**src/rtl/weight_load_ctrl_if.sv**
```systemverilog
// Handshake bundle between the top-level control FSM / weight source and
// the weight-load sequencer.
// The stall_cycles member exists only when WEIGHT_LOAD_CTRL_PERF_EN is defined.
interface weight_load_ctrl_if #(
    parameter int ROWS  = 8,
    parameter int ROW_W = $clog2(ROWS)
) ();
    logic             trigger_weight;
    logic [ROW_W:0]   num_rows;
    logic             weight_valid;
    logic             abort;
    logic             weight_ready;
    logic             load;
    logic [ROW_W-1:0] row_idx;
    logic             busy;
    logic             systolic_done;
`ifdef WEIGHT_LOAD_CTRL_PERF_EN
    logic [15:0]      stall_cycles;
`endif

    // Control / weight-source side
    modport master (
        output trigger_weight,
        output num_rows,
        output weight_valid,
        output abort,
        input  weight_ready,
        input  load,
        input  row_idx,
        input  busy,
`ifdef WEIGHT_LOAD_CTRL_PERF_EN
        input  stall_cycles,
`endif
        input  systolic_done
    );

    // Sequencer side
    modport slave (
        input  trigger_weight,
        input  num_rows,
        input  weight_valid,
        input  abort,
        output weight_ready,
        output load,
        output row_idx,
        output busy,
`ifdef WEIGHT_LOAD_CTRL_PERF_EN
        output stall_cycles,
`endif
        output systolic_done
    );
endinterface

```
**src/rtl/weight_load_ctrl.sv**
```systemverilog
// Parametrised weight-load sequencer for the systolic array.
// On an accepted trigger it walks row_idx across n_eff rows, gating each row
// write with the weight_valid/weight_ready handshake, waits SETTLE_CYCLES
// idle cycles and then pulses systolic_done for one cycle.
// Optional feature macro: WEIGHT_LOAD_CTRL_PERF_EN adds a 16-bit saturating
// stall_cycles counter of LOAD cycles without weight_valid.
module weight_load_ctrl #(
    parameter int ROWS          = 8,
    parameter int ROW_W         = $clog2(ROWS),
    parameter int SETTLE_CYCLES = 1
) (
    input logic clk,
    input logic rst,
    weight_load_ctrl_if.slave wl
);

    localparam int SET_W = (SETTLE_CYCLES > 1) ? $clog2(SETTLE_CYCLES) : 1;
    localparam logic [ROW_W:0]   ROWS_L      = (ROW_W + 1)'(ROWS);
    localparam logic [SET_W-1:0] SETTLE_LAST =
        SET_W'((SETTLE_CYCLES > 0) ? (SETTLE_CYCLES - 1) : 0);

    typedef enum logic [1:0] {
        IDLE   = 2'd0,
        LOAD   = 2'd1,
        SETTLE = 2'd2,
        DONE   = 2'd3
    } state_t;

    state_t           state;
    logic [ROW_W-1:0] row_cnt;
    logic [ROW_W:0]   n_eff_q;
    logic [SET_W-1:0] settle_cnt;
    logic             ready_q;
    logic             busy_q;
    logic             done_q;

    // A zero or oversized request means "load every physical row".
    function automatic logic [ROW_W:0] calc_n_eff(input logic [ROW_W:0] req);
        if (req == '0 || req > ROWS_L)
            return ROWS_L;
        return req;
    endfunction

    // Saturating increment for the 16-bit performance counter.
    function automatic logic [15:0] sat_inc16(input logic [15:0] v);
        return (v == 16'hFFFF) ? v : v + 16'd1;
    endfunction

    // Sequencer FSM; outputs other than load are registered alongside state.
    always_ff @(posedge clk) begin
        if (rst) begin
            state      <= IDLE;
            row_cnt    <= '0;
            n_eff_q    <= '0;
            settle_cnt <= '0;
            ready_q    <= 1'b0;
            busy_q     <= 1'b0;
            done_q     <= 1'b0;
        end else begin
            case (state)
                IDLE: begin
                    // Trigger wins over a simultaneous abort here.
                    if (wl.trigger_weight) begin
                        n_eff_q <= calc_n_eff(wl.num_rows);
                        row_cnt <= '0;
                        state   <= LOAD;
                        ready_q <= 1'b1;
                        busy_q  <= 1'b1;
                    end
                end
                LOAD: begin
                    if (wl.abort) begin
                        state   <= IDLE;
                        row_cnt <= '0;
                        ready_q <= 1'b0;
                        busy_q  <= 1'b0;
                    end else if (wl.weight_valid) begin
                        if ({1'b0, row_cnt} == n_eff_q - 1'b1) begin
                            row_cnt <= '0;
                            ready_q <= 1'b0;
                            if (SETTLE_CYCLES > 0) begin
                                state <= SETTLE;
                            end else begin
                                state  <= DONE;
                                done_q <= 1'b1;
                            end
                        end else begin
                            row_cnt <= row_cnt + 1'b1;
                        end
                    end
                end
                SETTLE: begin
                    if (wl.abort) begin
                        state      <= IDLE;
                        settle_cnt <= '0;
                        busy_q     <= 1'b0;
                    end else if (settle_cnt == SETTLE_LAST) begin
                        settle_cnt <= '0;
                        state      <= DONE;
                        done_q     <= 1'b1;
                    end else begin
                        settle_cnt <= settle_cnt + 1'b1;
                    end
                end
                DONE: begin
                    // Abort is ignored here so the done pulse always completes.
                    state  <= IDLE;
                    done_q <= 1'b0;
                    busy_q <= 1'b0;
                end
                default: begin
                    state   <= IDLE;
                    ready_q <= 1'b0;
                    busy_q  <= 1'b0;
                    done_q  <= 1'b0;
                end
            endcase
        end
    end

`ifdef WEIGHT_LOAD_CTRL_PERF_EN
    logic [15:0] stall_q;

    // Counts LOAD cycles without weight_valid; held after the job ends.
    always_ff @(posedge clk) begin
        if (rst)
            stall_q <= '0;
        else if (state == IDLE && wl.trigger_weight)
            stall_q <= '0;
        else if (state == LOAD && !wl.weight_valid)
            stall_q <= sat_inc16(stall_q);
    end

    assign wl.stall_cycles = stall_q;
`endif

    // load is the only output with a deliberate combinational path from
    // inputs: the write strobe must follow weight_valid in the same cycle,
    // and a row presented together with abort is never written.
    assign wl.load          = ready_q & wl.weight_valid & ~wl.abort;
    assign wl.weight_ready  = ready_q;
    assign wl.row_idx       = row_cnt;
    assign wl.busy          = busy_q;
    assign wl.systolic_done = done_q;

endmodule

```
**src/flat_wrapper.sv**
```systemverilog
// flat-port wrapper written by rule: the top's interface ports become plain ports
module weight_load_ctrl_flat 
#(
    parameter int ROWS          = 8,
    parameter int ROW_W         = $clog2(ROWS),
    parameter int SETTLE_CYCLES = 1
)
  (clk, rst, wl_trigger_weight, wl_num_rows, wl_weight_valid, wl_abort, wl_weight_ready, wl_load, wl_row_idx, wl_busy, wl_systolic_done);
  weight_load_ctrl_if #(.ROWS(ROWS), .ROW_W(ROW_W)) wl_i ();
  input logic clk;
  input logic rst;
  input wire logic [$bits(wl_i.trigger_weight)-1:0] wl_trigger_weight;
  input wire logic [$bits(wl_i.num_rows)-1:0] wl_num_rows;
  input wire logic [$bits(wl_i.weight_valid)-1:0] wl_weight_valid;
  input wire logic [$bits(wl_i.abort)-1:0] wl_abort;
  output wire logic [$bits(wl_i.weight_ready)-1:0] wl_weight_ready;
  output wire logic [$bits(wl_i.load)-1:0] wl_load;
  output wire logic [$bits(wl_i.row_idx)-1:0] wl_row_idx;
  output wire logic [$bits(wl_i.busy)-1:0] wl_busy;
  output wire logic [$bits(wl_i.systolic_done)-1:0] wl_systolic_done;
  assign wl_i.trigger_weight = wl_trigger_weight;
  assign wl_i.num_rows = wl_num_rows;
  assign wl_i.weight_valid = wl_weight_valid;
  assign wl_i.abort = wl_abort;
  assign wl_weight_ready = wl_i.weight_ready;
  assign wl_load = wl_i.load;
  assign wl_row_idx = wl_i.row_idx;
  assign wl_busy = wl_i.busy;
  assign wl_systolic_done = wl_i.systolic_done;
  weight_load_ctrl #(.ROWS(ROWS), .ROW_W(ROW_W), .SETTLE_CYCLES(SETTLE_CYCLES)) u_core (.clk(clk), .rst(rst), .wl(wl_i));
endmodule
```
**config.mk**
```make
export PLATFORM = sky130hd
export DESIGN_NAME = weight_load_ctrl_flat
export DESIGN_NICKNAME = d
export VERILOG_FILES = /design/src/rtl/weight_load_ctrl_if.sv /design/src/rtl/weight_load_ctrl.sv /design/src/flat_wrapper.sv
export SDC_FILE = /design/constraint.sdc
export NUM_CORES = 1
export LEC_CHECK = 0
export BUFFER_PORTS_ARGS = -buffer_cell sky130_fd_sc_hd__buf_2
export CAP_MARGIN = 20
export CORE_MARGIN = 2
export CORE_UTILIZATION = 49
export CTS_BUF_LIST = sky130_fd_sc_hd__clkbuf_8
export CTS_CLUSTER_DIAMETER = 40
export CTS_CLUSTER_SIZE = 20
export DETAILED_ROUTE_END_ITERATION = 10
export GPL_ROUTABILITY_DRIVEN = 1
export PLACE_DENSITY = 0.85
export SLEW_MARGIN = 20
export SYNTH_ARGS = -nofsm -noshare
export SYNTH_HDL_FRONTEND = slang
export SYNTH_SLANG_ARGS = --single-unit
```
**constraint.sdc**
```tcl
create_clock -name clk -period 1.5 [get_ports clk]
set_input_delay 0.075 -clock clk [delete_from_list [all_inputs] [get_ports clk]]
set_output_delay 0.075 -clock clk [all_outputs]
set_load 0.01 [all_outputs]
```
==> impl_metrics.env <==
export IMPL_outcome="finished, violations left"
export IMPL_violations="negative setup slack"
export IMPL_synthCells=88
export IMPL_r2r_slack_ns=-0.12
export IMPL_fmax_mhz=616.5
export IMPL_layout_commonest_cell="buf_2"
export IMPL_antenna_found_initial=0
export IMPL_nets=134
export IMPL_cts_max_level=1
export IMPL_crit_chain="inv_1, ha_4, xor2_4, o211ai_4, o31ai_4, o211ai_1, o31ai_1"
export IMPL_grt_overflow=0
export IMPL_layout_common_cells="buf_2 (15), nand2_1 (10), buf_4 (9), dfxtp_1 (9)"
export IMPL_path_buf_inv=1
export IMPL_die_x_um=42.59
export IMPL_reg2regPathDepth=7
export IMPL_dpl_hpwl_mm=1.227
export IMPL_period_minus_slack_ns=1.622
export IMPL_num_antenna_cells=0
export IMPL_startpoint_type="flop"
export IMPL_routed_wl_mm=2.187
export IMPL_dp_cells=126
export IMPL_cap_violations=0
export IMPL_p_leak_nw=0.4752
export IMPL_clock_latency_ns=0.25
export IMPL_grt_max_degree=15
export IMPL_setup_worst_path_end="u_core.state[1]$_SDFFE_PP0P_"
export IMPL_rows=13
export IMPL_finClkSkew_ns=0.005871
export IMPL_power_density_nw_per_um2=1085
export IMPL_coreArea_um2=1350
export IMPL_die_h_um=42.59
export IMPL_numCtsBuffers=3
export IMPL_period_share=1.081
export IMPL_die_area_um2=1813
export IMPL_grt_pass1_wl_mm=3.443
export IMPL_start_util=0.5403
export IMPL_ys_types=27
export IMPL_drt_first_pass_iters=4
export IMPL_crit_cells=7
export IMPL_hold_ws_ns=0.1674
export IMPL_nFillCells=78
export IMPL_hold_class="input port to flop"
export IMPL_first_iter_violations=26
export IMPL_r2r_start="u_core.n_eff_q[1]$_SDFFE_PP0P_"
export IMPL_max_stage_delay_ns=0.34
export IMPL_num_vias=778
export IMPL_grt_pass1_vias=763
export IMPL_synthToLayoutAreaGrowth_pct=49.74
export IMPL_synth_area_um2=729.5
export IMPL_required_ns=1.66
export IMPL_path_class="flop to flop"
export IMPL_crit_fanout=4
export IMPL_ys_ff_latch=12
export IMPL_arrival_ns=1.78
export IMPL_endpoint_kind="flop"
export IMPL_final_setup_worst_slack_ns=-0.1220
export IMPL_cts_tree="built"
export IMPL_cts_root_buffer="clkbuf_8"
export IMPL_viasPerCell=5.894
export IMPL_avgSynthCellArea_um2=8.289
export IMPL_drcViolationCount=0
export IMPL_place_port_buffers=15
export IMPL_place_gp_congestion=0.8351
export IMPL_drive_gt1_frac=0.4274
export IMPL_rsz0062_at_grt="yes"
export IMPL_setup_tns_final_ns=-0.4822
export IMPL_cts_clk_slew_worst_paths_ns=0.06
export IMPL_drtAntennaViolNets=0
export IMPL_synthesis_nets=104
export IMPL_clock_sinks=12
export IMPL_worst_pin_slew_ns=0.3110
export IMPL_pre_cts_slack_ns=-0.09116
export IMPL_ctsLongestPathBuffers=2
export IMPL_fin_util=0.8091
export IMPL_wire_per_inst_um=16.57
export IMPL_crit_slowest_cell="dfxtp_2"
export IMPL_synth_yosys_seq_area_share=0.3293
export IMPL_io_pins=16
export IMPL_grt_util_all_layers=0.2573
export IMPL_crit_start="u_core.n_eff_q[1]$_SDFFE_PP0P_"
export IMPL_cp_top_family="compound AO/OA/AOI/OAI gates"
export IMPL_max_slew_margin=0.7924
export IMPL_stdcell_count=132
export IMPL_hold_violations=0
export IMPL_r2r_end="u_core.state[1]$_SDFFE_PP0P_"
export IMPL_ir_drop_uv=647.3
export IMPL_report_final_slew_viol_count=0
export IMPL_setup_viol=6
export IMPL_ys_warn_count=0
==> synthesized netlist by cell type (all sizes together) <==
library cell,instances,area (um2)
o21ai,3,15.01
xnor2,1,8.760
nand3,1,5.000
o211ai,3,27.52
nor3b,4,30.03
ha,7,87.58
and3,1,6.260
nor2b,3,18.77
inv,9,33.78
o31ai,3,36.28
o21ba,1,10.01
mux2i,1,10.01
nand2,10,37.54
o221ai,1,8.760
nor3,6,30.03
o31a,1,8.760
nor2,6,22.52
nand2b,2,12.51
dfxtp,12,240.2
a21oi,7,35.03
a22oi,1,7.510
xor2,2,17.52
o21a,1,7.510
a31o,1,8.760
clkbuf,1,3.750
==> worst min-delay path by stage <==
stage | from | slack (ns) | cells after the start | to
detailed placement | wl_trigger_weight | 0.41 | 3 | u_core.n_eff_q[3]$_SDFFE_PP0P_
finish | wl_trigger_weight | 0.17 | 3 | u_core.n_eff_q[3]$_SDFFE_PP0P_
global placement | wl_trigger_weight | 0.40 | 3 | u_core.n_eff_q[3]$_SDFFE_PP0P_
floorplan | rst | 0.18 | 1 | u_core.state[0]$_SDFFE_PP0P_
CTS | wl_trigger_weight | 0.16 | 3 | u_core.n_eff_q[3]$_SDFFE_PP0P_
global route | rst | 0.18 | 2 | u_core.n_eff_q[0]$_SDFFE_PP0P_
==> state kept, by name, indices dropped and copies added (netlist names) <==
name                     count
u_core.wl.weight_ready       1
u_core.n_eff_q               4
u_core.wl.systolic_done      1
u_core.wl.row_idx            3
u_core.wl.busy               1
u_core.state                 2
==> power by group <==
group          switching (W)  leakage (nW)  internal [W]
clock network       0.000132        0.0288      0.000232
logic               0.000229         0.347      0.000207
registers          0.0000312        0.0992      0.000355
total               0.000392         0.475      0.000794
==> tightest hold or removal path, cell delays in order <==
cell and delay, ns:
buf_2 0.10, a21oi_1 0.06, nor3_1 0.12
==> what timing repair did <==
action,CTS,global route
pin swaps,5,6
setup endpoints to repair,6,6
hold endpoints to repair,0,0
hold buffers,0,0
setup buffers,2,0
gates cloned,0,0
gates resized for setup,12,13
==> logic make-up after synthesis <==
family          after synthesis  share of synthesized area
buf+inv                      10                    0.05145
simple gates                 33                     0.2230
flops                        12                     0.3293
xor+xnor                      3                    0.03603
fa+ha+maj                     7                     0.1201
mux                           1                    0.01372
compound gates               22                     0.2264
==> per-layer routing <==
layer	GRT usage	vias to the layer above	wire (um)
met4	0.1375	0	33
li1	-	362	-
met2	0.4369	32	1089
met3	0.06034	4	108
met1	0.2947	380	956
met5	0	-	0
==> cell type report <==
cell class / count / area [um2] / share of cell area
clock buffers: 4 / 55.05 / 0.05040
inverters: 9 / 33.78 / 0.03093
multi-input cells: 66 / 575.6 / 0.5269
flip-flops and latches: 12 / 244.0 / 0.2234
well taps: 15 / 18.77 / 0.01718
repair buffers: 26 / 165.2 / 0.1512
==> stage by stage <==
step	power (W)	instance area (um2)
after global placement	0.0006927	888.4
after CTS	0.001098	1006
after detailed placement	0.0007034	888.4
final	0.001186	1092
after floorplan	0.0005774	730.7
after global routing	0.001243	1092
Power figures use the tool's default switching activity.
